--- src/rtl/shift_add_mult8.sv ---
// shift_add_mult8: sequential 8x8 unsigned shift-and-add multiplier.
// A single adder8 instance is time-shared across eight iterations to build a
// 16-bit product. Acceptance to done takes 8 cycles; one result per 10 cycles.
//
// Ports:
//   clk      in   1   rising-edge clock
//   rst      in   1   asynchronous active-high reset
//   start    in   1   multiply request, sampled only while idle
//   a        in   8   multiplicand, captured on acceptance
//   b        in   8   multiplier, captured on acceptance
//   busy     out  1   high while iterating
//   done     out  1   one-cycle pulse when product has just updated
//   product  out 16   registered result, held until the next done
//
// adder8: 8-bit ripple-carry adder; overflow is the carry out of bit 7.
//   a, b      in   8  addends
//   sum       out  8  low 8 bits of a + b
//   overflow  out  1  carry out

module adder8 (
  input  logic [7:0] a,
  input  logic [7:0] b,
  output logic [7:0] sum,
  output logic       overflow
);

  always_comb begin
    logic carry;
    carry = 1'b0;
    sum   = '0;
    for (int i = 0; i < 8; i++) begin
      sum[i] = a[i] ^ b[i] ^ carry;
      carry  = (a[i] & b[i]) | (carry & (a[i] ^ b[i]));
    end
    overflow = carry;
  end

endmodule

module shift_add_mult8 (
  input  logic        clk,
  input  logic        rst,
  input  logic        start,
  input  logic [7:0]  a,
  input  logic [7:0]  b,
  output logic        busy,
  output logic        done,
  output logic [15:0] product
);

  typedef enum logic [1:0] {StIdle, StRun, StDone} state_e;

  state_e      r_state,   w_state_d;
  logic [7:0]  r_m,       w_m_d;
  logic [7:0]  r_acc,     w_acc_d;
  logic [7:0]  r_q,       w_q_d;
  logic [2:0]  r_cnt,     w_cnt_d;
  logic [15:0] r_product, w_product_d;

  logic [7:0]  w_add_sum;
  logic        w_add_carry;
  logic [7:0]  w_s;
  logic        w_c;

  adder8 u_adder8 (
    .a        (r_acc),
    .b        (r_m),
    .sum      (w_add_sum),
    .overflow (w_add_carry)
  );

  // Add M only when the current multiplier bit is set; otherwise pass Acc.
  assign w_s = r_q[0] ? w_add_sum : r_acc;
  assign w_c = r_q[0] & w_add_carry;

  always_ff @(posedge clk or posedge rst) begin
    if (rst) begin
      r_state   <= StIdle;
      r_m       <= '0;
      r_acc     <= '0;
      r_q       <= '0;
      r_cnt     <= '0;
      r_product <= '0;
    end else begin
      r_state   <= w_state_d;
      r_m       <= w_m_d;
      r_acc     <= w_acc_d;
      r_q       <= w_q_d;
      r_cnt     <= w_cnt_d;
      r_product <= w_product_d;
    end
  end

  always_comb begin
    w_state_d   = r_state;
    w_m_d       = r_m;
    w_acc_d     = r_acc;
    w_q_d       = r_q;
    w_cnt_d     = r_cnt;
    w_product_d = r_product;

    unique case (r_state)
      StIdle: begin
        if (start) begin
          w_m_d     = a;
          w_q_d     = b;
          w_acc_d   = '0;
          w_cnt_d   = '0;
          w_state_d = StRun;
        end
      end
      StRun: begin
        // {C,S} shifted right one place across Acc:Q.
        w_acc_d = {w_c, w_s[7:1]};
        w_q_d   = {w_s[0], r_q[7:1]};
        w_cnt_d = r_cnt + 3'd1;
        if (r_cnt == 3'd7) begin
          w_product_d = {w_c, w_s[7:1], w_s[0], r_q[7:1]};
          w_state_d   = StDone;
        end
      end
      StDone: begin
        w_state_d = StIdle;
      end
      default: begin
        w_state_d = StIdle;
      end
    endcase
  end

  assign busy    = (r_state == StRun);
  assign done    = (r_state == StDone);
  assign product = r_product;

endmodule

--- config.mk ---
export PLATFORM = sky130hd
export DESIGN_NAME = shift_add_mult8
export DESIGN_NICKNAME = d
export VERILOG_FILES = /design/src/rtl/shift_add_mult8.sv
export SDC_FILE = /design/constraint.sdc
export NUM_CORES = 1
export LEC_CHECK = 0
export CAP_MARGIN = 15
export CORE_ASPECT_RATIO = 1.1
export CORE_MARGIN = 4
export CORE_UTILIZATION = 55
export CTS_BUF_LIST = sky130_fd_sc_hd__clkbuf_8
export CTS_CLUSTER_DIAMETER = 200
export DETAILED_ROUTE_END_ITERATION = 12
export PLACE_DENSITY = 0.95
export SLEW_MARGIN = 10
export SYNTH_ARGS = -nofsm -noshare
export SYNTH_HDL_FRONTEND = slang
export SYNTH_SLANG_ARGS = --single-unit
--- constraint.sdc ---
create_clock -name clk -period 5.7 [get_ports clk]
set_input_delay 1.71 -clock clk [delete_from_list [all_inputs] [get_ports clk]]
set_output_delay 1.71 -clock clk [all_outputs]
set_load 0.05 [all_outputs]
=== Yosys cells after proc, flatten, opt, wreduce, memory -nomap -nowiden ===
Index checks and enable logic that the tools add are counted.

* Flip-flop bits (word level): 45
* Bits of input ports: 19
* Output and inout bits: 18
* Logic and storage cells: 66

* $add $sub $neg: 1
* Equality and inequality tests: 5
* Mux-type cells: 10
* Bitwise gates (word level): 38
* Reduce and logical (&&, ||, !) cells: 6

{| class="wikitable"
|+ Operators with widths
! operator !! number
|-
| 8-bit one-hot mux with 2 select lines || 2
|-
| 8-bit two-way mux || 3
|-
| 1-bit AND || 16
|-
| 1-bit XOR || 15
|-
| 2-bit AND reduction || 4
|-
| 1-bit OR || 7
|-
| 3-bit one-hot mux with 2 select lines || 1
|-
| 2-bit two-way mux || 2
|-
| 2-bit one-hot mux with 2 select lines || 1
|-
| 3-bit by 1-bit adder with 3-bit output, second input constant || 1
|-
| 3-bit equality test, second input constant || 1
|-
| 3-bit two-way mux || 1
|-
| 2-bit by 1-bit equality test with 1-bit output, second input constant || 1
|-
| 2-bit equality test, second input constant || 1
|-
| 2-bit zero test || 1
|-
| 2-bit by 1-bit inequality test with 1-bit output, second input constant || 1
|-
| 2-bit inequality test, second input constant || 1
|-
| 2-bit nonzero test || 1
|}

=== Logic depth before layout (Yosys ltp) ===
Gate-level depths: netlist of the first run.

* Depth after elaboration: 17
* Mapped depth: 12
* Gate-level depth less buffers: 12

=== Modules after synthesis ===
Synthesis of the first run repeated with hierarchy kept, for this count alone.

* Cell total of the unflattened synthesis: 176
* Area, all modules: 2040.7 sq um

{| class="wikitable"
|+ Modules (own cells, without submodules)
! module !! instances !! cells each !! area each (sq um) !! sequential area each (sq um)
|-
| shift_add_mult8 || 1 || 158 || 1850.5 || 1126.1
|-
| adder8 || 1 || 18 || 190.2 || 0.0
|}

=== Worst setup path after synthesis of the first run ===
Ideal clock, no wire load.

* Path kind: reg-to-reg
* Start: register r_acc[0]
* End: register r_product[14], in the netlist product[14]
* Setup time: 127 ps
* Data arrival time: 3441 ps
* Required time: 5573 ps
* Path slack: 2132 ps
* Cell stages (with the launch flop): 13
* Path buffers: 0
* Clock period less this slack: 3568 ps
* Path through: dfrtp_1 -> ha_1 -> inv_1 -> fa_1 -> fa_1 -> fa_1 -> fa_1 -> fa_1 -> fa_1 -> inv_1 -> fa_1 -> mux2i_1 -> o21ai_0

* Word-level cells in the longest chain between the ends: 15

{| class="wikitable"
|+ Ends and longest elaborated chain
! what !! line !! source
|-
| from (decl) || 55 || <nowiki>logic [7:0] r_acc, w_acc_d;</nowiki>
|-
| from (signal assigned) || 87 || <nowiki>r_acc <= w_acc_d;</nowiki>
|-
| 1-bit AND (2 in a row) || 33 || <nowiki>carry = (a[i] & b[i]) | (carry & (a[i] ^ b[i]));</nowiki>
|-
| 1-bit OR || 33 ||
|-
| 1-bit AND || 33 ||
|-
| 1-bit OR || 33 ||
|-
| 1-bit AND || 33 ||
|-
| 1-bit OR || 33 ||
|-
| 1-bit AND || 33 ||
|-
| 1-bit OR || 33 ||
|-
| 1-bit AND || 33 ||
|-
| 1-bit OR || 33 ||
|-
| 1-bit AND || 33 ||
|-
| 1-bit OR || 33 ||
|-
| 1-bit XOR || 32 || <nowiki>sum[i] = a[i] ^ b[i] ^ carry;</nowiki>
|-
| 8-bit two-way mux || 73 || <nowiki>assign w_s = r_q[0] ? w_add_sum : r_acc;</nowiki>
|-
| to (signal assigned) || 90 || <nowiki>r_product <= w_product_d;</nowiki>
|-
| to (decl) || 58 || <nowiki>logic [15:0] r_product, w_product_d;</nowiki>
|}

Every way passes these cells.
A chain may end at the register's enable or synchronous reset.

=== Final worst setup path of the first run ===
* Start: register r_state[0]
* End: output busy

* Word-level cells in the longest chain between the ends: 1

{| class="wikitable"
|+ Ends and longest elaborated chain
! what !! line !! source
|-
| from (decl) || 53 || <nowiki>state_e r_state, w_state_d;</nowiki>
|-
| from (signal assigned) || 78 || <nowiki>r_state <= StIdle;</nowiki>
|-
| from (signal assigned) || 85 || <nowiki>r_state <= w_state_d;</nowiki>
|-
| 2-bit by 1-bit equality test with 1-bit output || 131 || <nowiki>assign busy = (r_state == StRun);</nowiki>
|-
| to (decl) || 46 || <nowiki>output logic busy,</nowiki>
|}

Every way passes these cells.

==> impl_metrics.toml, run 1 <==
[placement]
port_buffers = 36
placed_area_mm2 = 0.00245
hpwlAfterDp_um = 2690
finalWeightedCongestion = 0.793

[min_path]
hp-class = "reg2reg"

[sta]
finalSetupViolCount = 0
worst_slew_pin_slew_ns = 0.599
timing.final.hold_violations = 0
fin_tns_setup_ns = 0
worst_clock_skew_ns = 0.00522
worst_rel_slew_slack_pct = 60.0
final_period_minus_worst_setup_slack_ns = 4.15
period_share_pct = 72.8
max_clock_freq_ghz = 0.241
slew_viol_final = 0
grt_setup_unrepaired = "false"

[worst_setup_path]
worstPathBufferInverterCount = 2
worst_ep_required_time_ns = 3.99
crit_path_max_fanout = 16
cell_family_with_most_cp_delay = "buffers and inverters"
critical-path-slowest-cell = "sky130_fd_sc_hd__clkdlybuf4s50_1"
crit_path_max_incr_delay_ns = 0.83
timing_worst_setup_path_type = "reg2out"
start_kind = "register"
cp_data_arrival_time_ns = 2.44
crit_path_cell_trace = "nand2b_1 -> inv_1 -> clkdlybuf4s50_1"
ff2ff_setup_slack_ns = 1.94
setup.worst_path.end_class = "output port"

[grt]
globalRouteTotalUtil_pct = 18.2
global_route_wire_length_before_repair_um = 6590
grt_pass1_vias = 1491
grt_start_max_net_pins = 46
number_of_antenna_violations_at_the_first_check_in_global_routing = 0
overflow = 0

[finish]
most_frequent_standard_cell_in_the_layout_excluding_fill_and_tap_cells = "sky130_fd_sc_hd__dfrtp_1"
areaGrowthSynthToFinish_pct = 22.4
mostFrequentLayoutCells = "sky130_fd_sc_hd__dfrtp_1, sky130_fd_sc_hd__nand2_1, sky130_fd_sc_hd__o21ai_0, sky130_fd_sc_hd__clkdlybuf4s50_1, sky130_fd_sc_hd__inv_1"
nFillCells = 273
layout.cell_area.non_filler_mm2 = 0.00255
antennaDiodeCount = 0
finish.utilization_pct = 69.9
final_net_count = 256
final-seq-area_mm2 = 0.00113
share_of_final_layout_standard_cells_stronger_than_drive_strength_1_pct = 9.21
multiInputGateArea_um2 = 825

[drt]
avgViaCountPerCell = 5.14
detailedRoute.firstIterationViolations = 58
wirelength_um = 3770
final_antenna_net_count = 0
drcViolationCount = 0
1st_pass_router_iterations = 4
routedWlPerCell_um = 13.6
dr_total_vias = 1428

[yosys]
synth_fp_nets = 222
avgSynthCellArea_um2 = 10.8
seq_area_frac_synth_pct = 54.0
synth_cells = 193
flops_latches_synth = 45
yosys-top-cells-area = "sky130_fd_sc_hd__dfrtp_1, sky130_fd_sc_hd__o21ai_0, sky130_fd_sc_hd__nand2_1"
synth_area_mm2 = 0.00209
yosys.area.top_type = "sky130_fd_sc_hd__dfrtp_1"
yosys_warnings = 0
synth.top_cell.area_share_pct = 54.0
yosysUniqueCellTypes = 25

[status]
run_status = "finished clean"

[floorplan]
io_pins = 37
fp.dieArea_mm2 = 0.00485
rows = 23
initial_utilization_pct = 57.1
chipWidth_um = 66.7
fp.coreArea_mm2 = 0.00365
fp.dieH_um = 72.6

[cts]
cts.hold.buffers_added = 0
clkSlewWorstSetupHoldPaths_ns = 0.08
clk_root_buffer_cell = "sky130_fd_sc_hd__clkbuf_8"
post_cts.resized_instances = 0
count_of_h_tree_levels_built_during_cts = 2
numCtsBuffers = 5
cts.sink_count = 45
number_of_setup_buffers_added_after_cts = 0
cts.path.max_buffers = 2
clock_latency_ns = 0.30
tritoncts = "yes"

[pwr]
static-leakage-power_nw = 1.14
total_power_per_unit_cell_area_mw_per_mm2 = 600
design_power_total_mw = 1.53
vdd_drop_max_v = 0.000323

[run]
max_cap_viols = 0
[metrics by stage]
stage               setup WS [ns]  cells  hold slack, ns
finish                       1.55    278           0.482
CTS                          1.55    278           0.489
detailed placement           1.88    270           0.471
global route                 1.40    278           0.507
global placement             1.92    270           0.460
floorplan                    2.13    193           0.464
[tightest hold or removal path: cells and delay by family (launching register included)]
family / cells / cell delay, ns
and+or+nand+nor: 1 / 0.05
AOI/OAI and AO/OA: 1 / 0.06
DFF: 1 / 0.35
[routing by layer]
layer | part of all wire [%] | up-vias | global-route usage (%)
met5 | 0 | - | 0
met4 | 1.4 | 0 | 5.42
met3 | 4.7 | 5 | 5.08
met2 | 52 | 33 | 30.3
met1 | 42 | 686 | 23.3
li1 | - | 704 | -
[report_power, final]
group	total (mW)	internal (mW)	leakage, nW	switching [mW]
Clock	0.215	0.110	0.0542	0.105
Sequential	0.582	0.467	0.554	0.115
Combinational	0.736	0.285	0.530	0.450
[final timing paths]
kind	end	start	depth (start not counted)
worst min register to register	product[10]	product[10]	2
worst min-delay path	product[10]	product[10]	2
min in group asynchronous	product[4]	rst	3
worst max-delay path	busy	r_state[0]	3
worst max register to register	r_acc[6]	r_acc[0]	12
max in group asynchronous	product[15]	rst	3
[cells by family after synthesis]
family	share of synthesized area (%)
adders and majority gates	8.51
and+or+nand+nor	11.1
muxes	5.82
DFF	54.0
AOI/OAI and AO/OA	14.1
buffers and inverters	6.53
[cell type report]
type	instances	share of cell area, %
clock buffer	7	3.77
clock inverter	1	0.196
inverter	19	2.79
multi-input combinational	119	32.3
sequential	45	44.1
tap	50	2.45
timing repair buffer	37	14.4
[cells in the mapped netlist]
cell,n
sky130_fd_sc_hd__a21oi_1,4
sky130_fd_sc_hd__a22o_1,3
sky130_fd_sc_hd__a22oi_1,4
sky130_fd_sc_hd__a31oi_1,1
sky130_fd_sc_hd__and2b_1,1
sky130_fd_sc_hd__and3b_1,3
sky130_fd_sc_hd__buf_2,7
sky130_fd_sc_hd__buf_4,1
sky130_fd_sc_hd__buf_6,2
sky130_fd_sc_hd__dfrtp_1,45
sky130_fd_sc_hd__fa_1,7
sky130_fd_sc_hd__ha_1,3
sky130_fd_sc_hd__inv_1,19
sky130_fd_sc_hd__mux2_2,9
sky130_fd_sc_hd__mux2i_1,2
sky130_fd_sc_hd__nand2_1,38
sky130_fd_sc_hd__nand2b_1,1
sky130_fd_sc_hd__nand3b_4,1
sky130_fd_sc_hd__nor2_1,1
sky130_fd_sc_hd__nor2b_1,1
sky130_fd_sc_hd__nor3b_4,1
sky130_fd_sc_hd__o21ai_0,36
sky130_fd_sc_hd__o21ai_1,1
sky130_fd_sc_hd__o21bai_1,1
sky130_fd_sc_hd__o21bai_4,1
[flip-flops by register name, indices dropped and copies added, names as in the netlist]
name     cells
product     16
r_acc        8
r_cnt        3
r_m          8
r_q          8
r_state      2
Power figures use the tool's default switching activity.
==> run 2: changes to the inputs <==
- CORE_UTILIZATION: 55 -> 54
- PLACE_DENSITY: 0.95 -> 0.94
- clock period: 5.7 -> 4.15 ns (I/O delays scaled with it)
==> run 2 against run 1 <==
Compared with the run above:
- via count rose by 5.0%
- sequential power rose by 39%
- clock power rose by 48%
- global-route usage rose by 2.6 points
- largest cell class unchanged
- non-clock buffer count rose by 1
- count of clock-buffer cells in the layout fell by 2
- first-iteration DRC count rose by 40%
- sequential cell count did not move
- combinational power rose by 43%
==> impl_metrics.toml, run 2 (synthesis results as in run 1) <==
[cts]
post_cts.resized_instances = 0
cts.sink_count = 45
cts.hold.buffers_added = 0
clock_latency_ns = 0.30
clkSlewWorstSetupHoldPaths_ns = 0.08
clk_root_buffer_cell = "sky130_fd_sc_hd__clkbuf_8"
numCtsBuffers = 5
cts.path.max_buffers = 2
tritoncts = "yes"
count_of_h_tree_levels_built_during_cts = 2
number_of_setup_buffers_added_after_cts = 0

[drt]
dr_total_vias = 1500
wirelength_um = 4430
avgViaCountPerCell = 5.40
routedWlPerCell_um = 15.9
1st_pass_router_iterations = 4
drcViolationCount = 0
detailedRoute.firstIterationViolations = 81
final_antenna_net_count = 0

[pwr]
design_power_total_mw = 2.18
vdd_drop_max_v = 0.000483
static-leakage-power_nw = 1.14
total_power_per_unit_cell_area_mw_per_mm2 = 849

[finish]
mostFrequentLayoutCells = "sky130_fd_sc_hd__dfrtp_1, sky130_fd_sc_hd__nand2_1, sky130_fd_sc_hd__o21ai_0, sky130_fd_sc_hd__clkdlybuf4s50_1, sky130_fd_sc_hd__inv_1"
antennaDiodeCount = 0
areaGrowthSynthToFinish_pct = 22.8
final_net_count = 257
nFillCells = 278
fin_cells = 278
largest_register_ffs = 16
most_frequent_standard_cell_in_the_layout_excluding_fill_and_tap_cells = "sky130_fd_sc_hd__dfrtp_1"
finish.utilization_pct = 69.6
share_of_final_layout_standard_cells_stronger_than_drive_strength_1_pct = 9.21
layout.cell_area.non_filler_mm2 = 0.00256

[placement]
finalWeightedCongestion = 0.761
dp_slack_ns = 0.299
placed_cell_count = 271
hpwlAfterDp_um = 3070
placed_area_mm2 = 0.00246
port_buffers = 36

[grt]
grt_pass1_vias = 1609
global_route_wire_length_before_repair_um = 7400
globalRouteTotalUtil_pct = 20.9
grt_start_max_net_pins = 27
number_of_antenna_violations_at_the_first_check_in_global_routing = 0
overflow = 0

[sta]
grt_setup_unrepaired = "false"
worst_clock_skew_ns = 0.0121
finalSetupViolCount = 0
worst_slew_pin_slew_ns = 0.879
worst_rel_slew_slack_pct = 41.1
timing.final.hold_violations = 0
fin_tns_setup_ns = 0
max_clock_freq_ghz = 0.257
worst_hold_slack_ns = 0.485
setup_slack_ns = 0.259
slew_viol_final = 0
final_period_minus_worst_setup_slack_ns = 3.89
period_share_pct = 93.8

[floorplan]
fp.dieH_um = 73.2
chipWidth_um = 67.3
rows = 23
initial_utilization_pct = 56.7
fp.coreArea_mm2 = 0.00368
fp.dieArea_mm2 = 0.00492
io_pins = 37

[status]
run_status = "finished clean"

[worst_setup_path]
setup.worst_path.end_class = "register"
cp_data_arrival_time_ns = 4.06
cp_common_cell = "sky130_fd_sc_hd__fa_1"
worst_ep_required_time_ns = 4.32
crit_path_cell_trace = "ha_1 -> inv_1 -> fa_1 -> fa_1 -> fa_1 -> fa_1 -> fa_1 -> fa_1 -> inv_1 -> fa_1 -> mux2i_1 -> o21ai_0"
start_kind = "register"
crit_path_max_fanout = 3
timing_worst_setup_path_type = "reg2reg"
cell_family_with_most_cp_delay = "adder cells"
critical-path-slowest-cell = "sky130_fd_sc_hd__fa_1"
worstPathBufferInverterCount = 2
crit_path_max_incr_delay_ns = 0.42

[min_path]
hp-class = "reg2reg"

[run]
max_cap_viols = 0
-- run 2: cell count changes in the layout (fill, tap and decap cells not counted), sizes merged --
| cell | before | now |
|---|---|---|
| clkbuf | 7 | 5 |
| bufinv | 0 | 1 |
| buf | 1 | 2 |
-- run 2: path summary, 6_finish.rpt --
path	endpoint	slack, ns	cells past startpoint	from
setup / recovery	product[14]	0.26	12	r_acc[0]
hold / removal	product[10]	0.49	2	product[10]
setup reg to reg	product[14]	0.26	12	r_acc[0]
hold reg to reg	product[10]	0.49	2	product[10]
max in group asynchronous	product[6]	2.10	3	rst
min in group asynchronous	product[3]	1.31	2	rst
-- run 2: layer usage --
metal	global-route usage, %	vias up	routed length, um	part of all wire [%]
met5	0	-	0	0
met4	9.68	0	141	3.2
met3	5.70	16	221	5.0
met2	35.9	52	2410	54
met1	23.8	728	1660	37
li1	-	704	-	-
-- run 2: area by class of cell --
cell class                 count  area (um^2)  area share (%)
sequential                    45         1130            43.9
multi-input combinational    119          825            32.2
timing repair buffer          38          375            14.6
inverter                      19         71.3            2.78
clock buffer                   5         68.8            2.68
tap                           50         62.6            2.44
clock inverter                 2         35.0            1.37
-- run 2: worst reg2reg max path, cell delays in order, from the launching register on --
cell	delay, ns
sky130_fd_sc_hd__dfrtp_1	0.40
sky130_fd_sc_hd__ha_1	0.16
sky130_fd_sc_hd__inv_1	0.05
sky130_fd_sc_hd__fa_1	0.41
sky130_fd_sc_hd__fa_1	0.41
sky130_fd_sc_hd__fa_1	0.40
sky130_fd_sc_hd__fa_1	0.39
sky130_fd_sc_hd__fa_1	0.40
sky130_fd_sc_hd__fa_1	0.38
sky130_fd_sc_hd__inv_1	0.08
sky130_fd_sc_hd__fa_1	0.42
sky130_fd_sc_hd__mux2i_1	0.17
sky130_fd_sc_hd__o21ai_0	0.10
-- run 2: power by group --
part           internal, mW  switching (mW)  leakage (nW)
clock                 0.175           0.144        0.0540
combinational         0.403           0.645         0.535
sequential            0.642           0.168         0.554
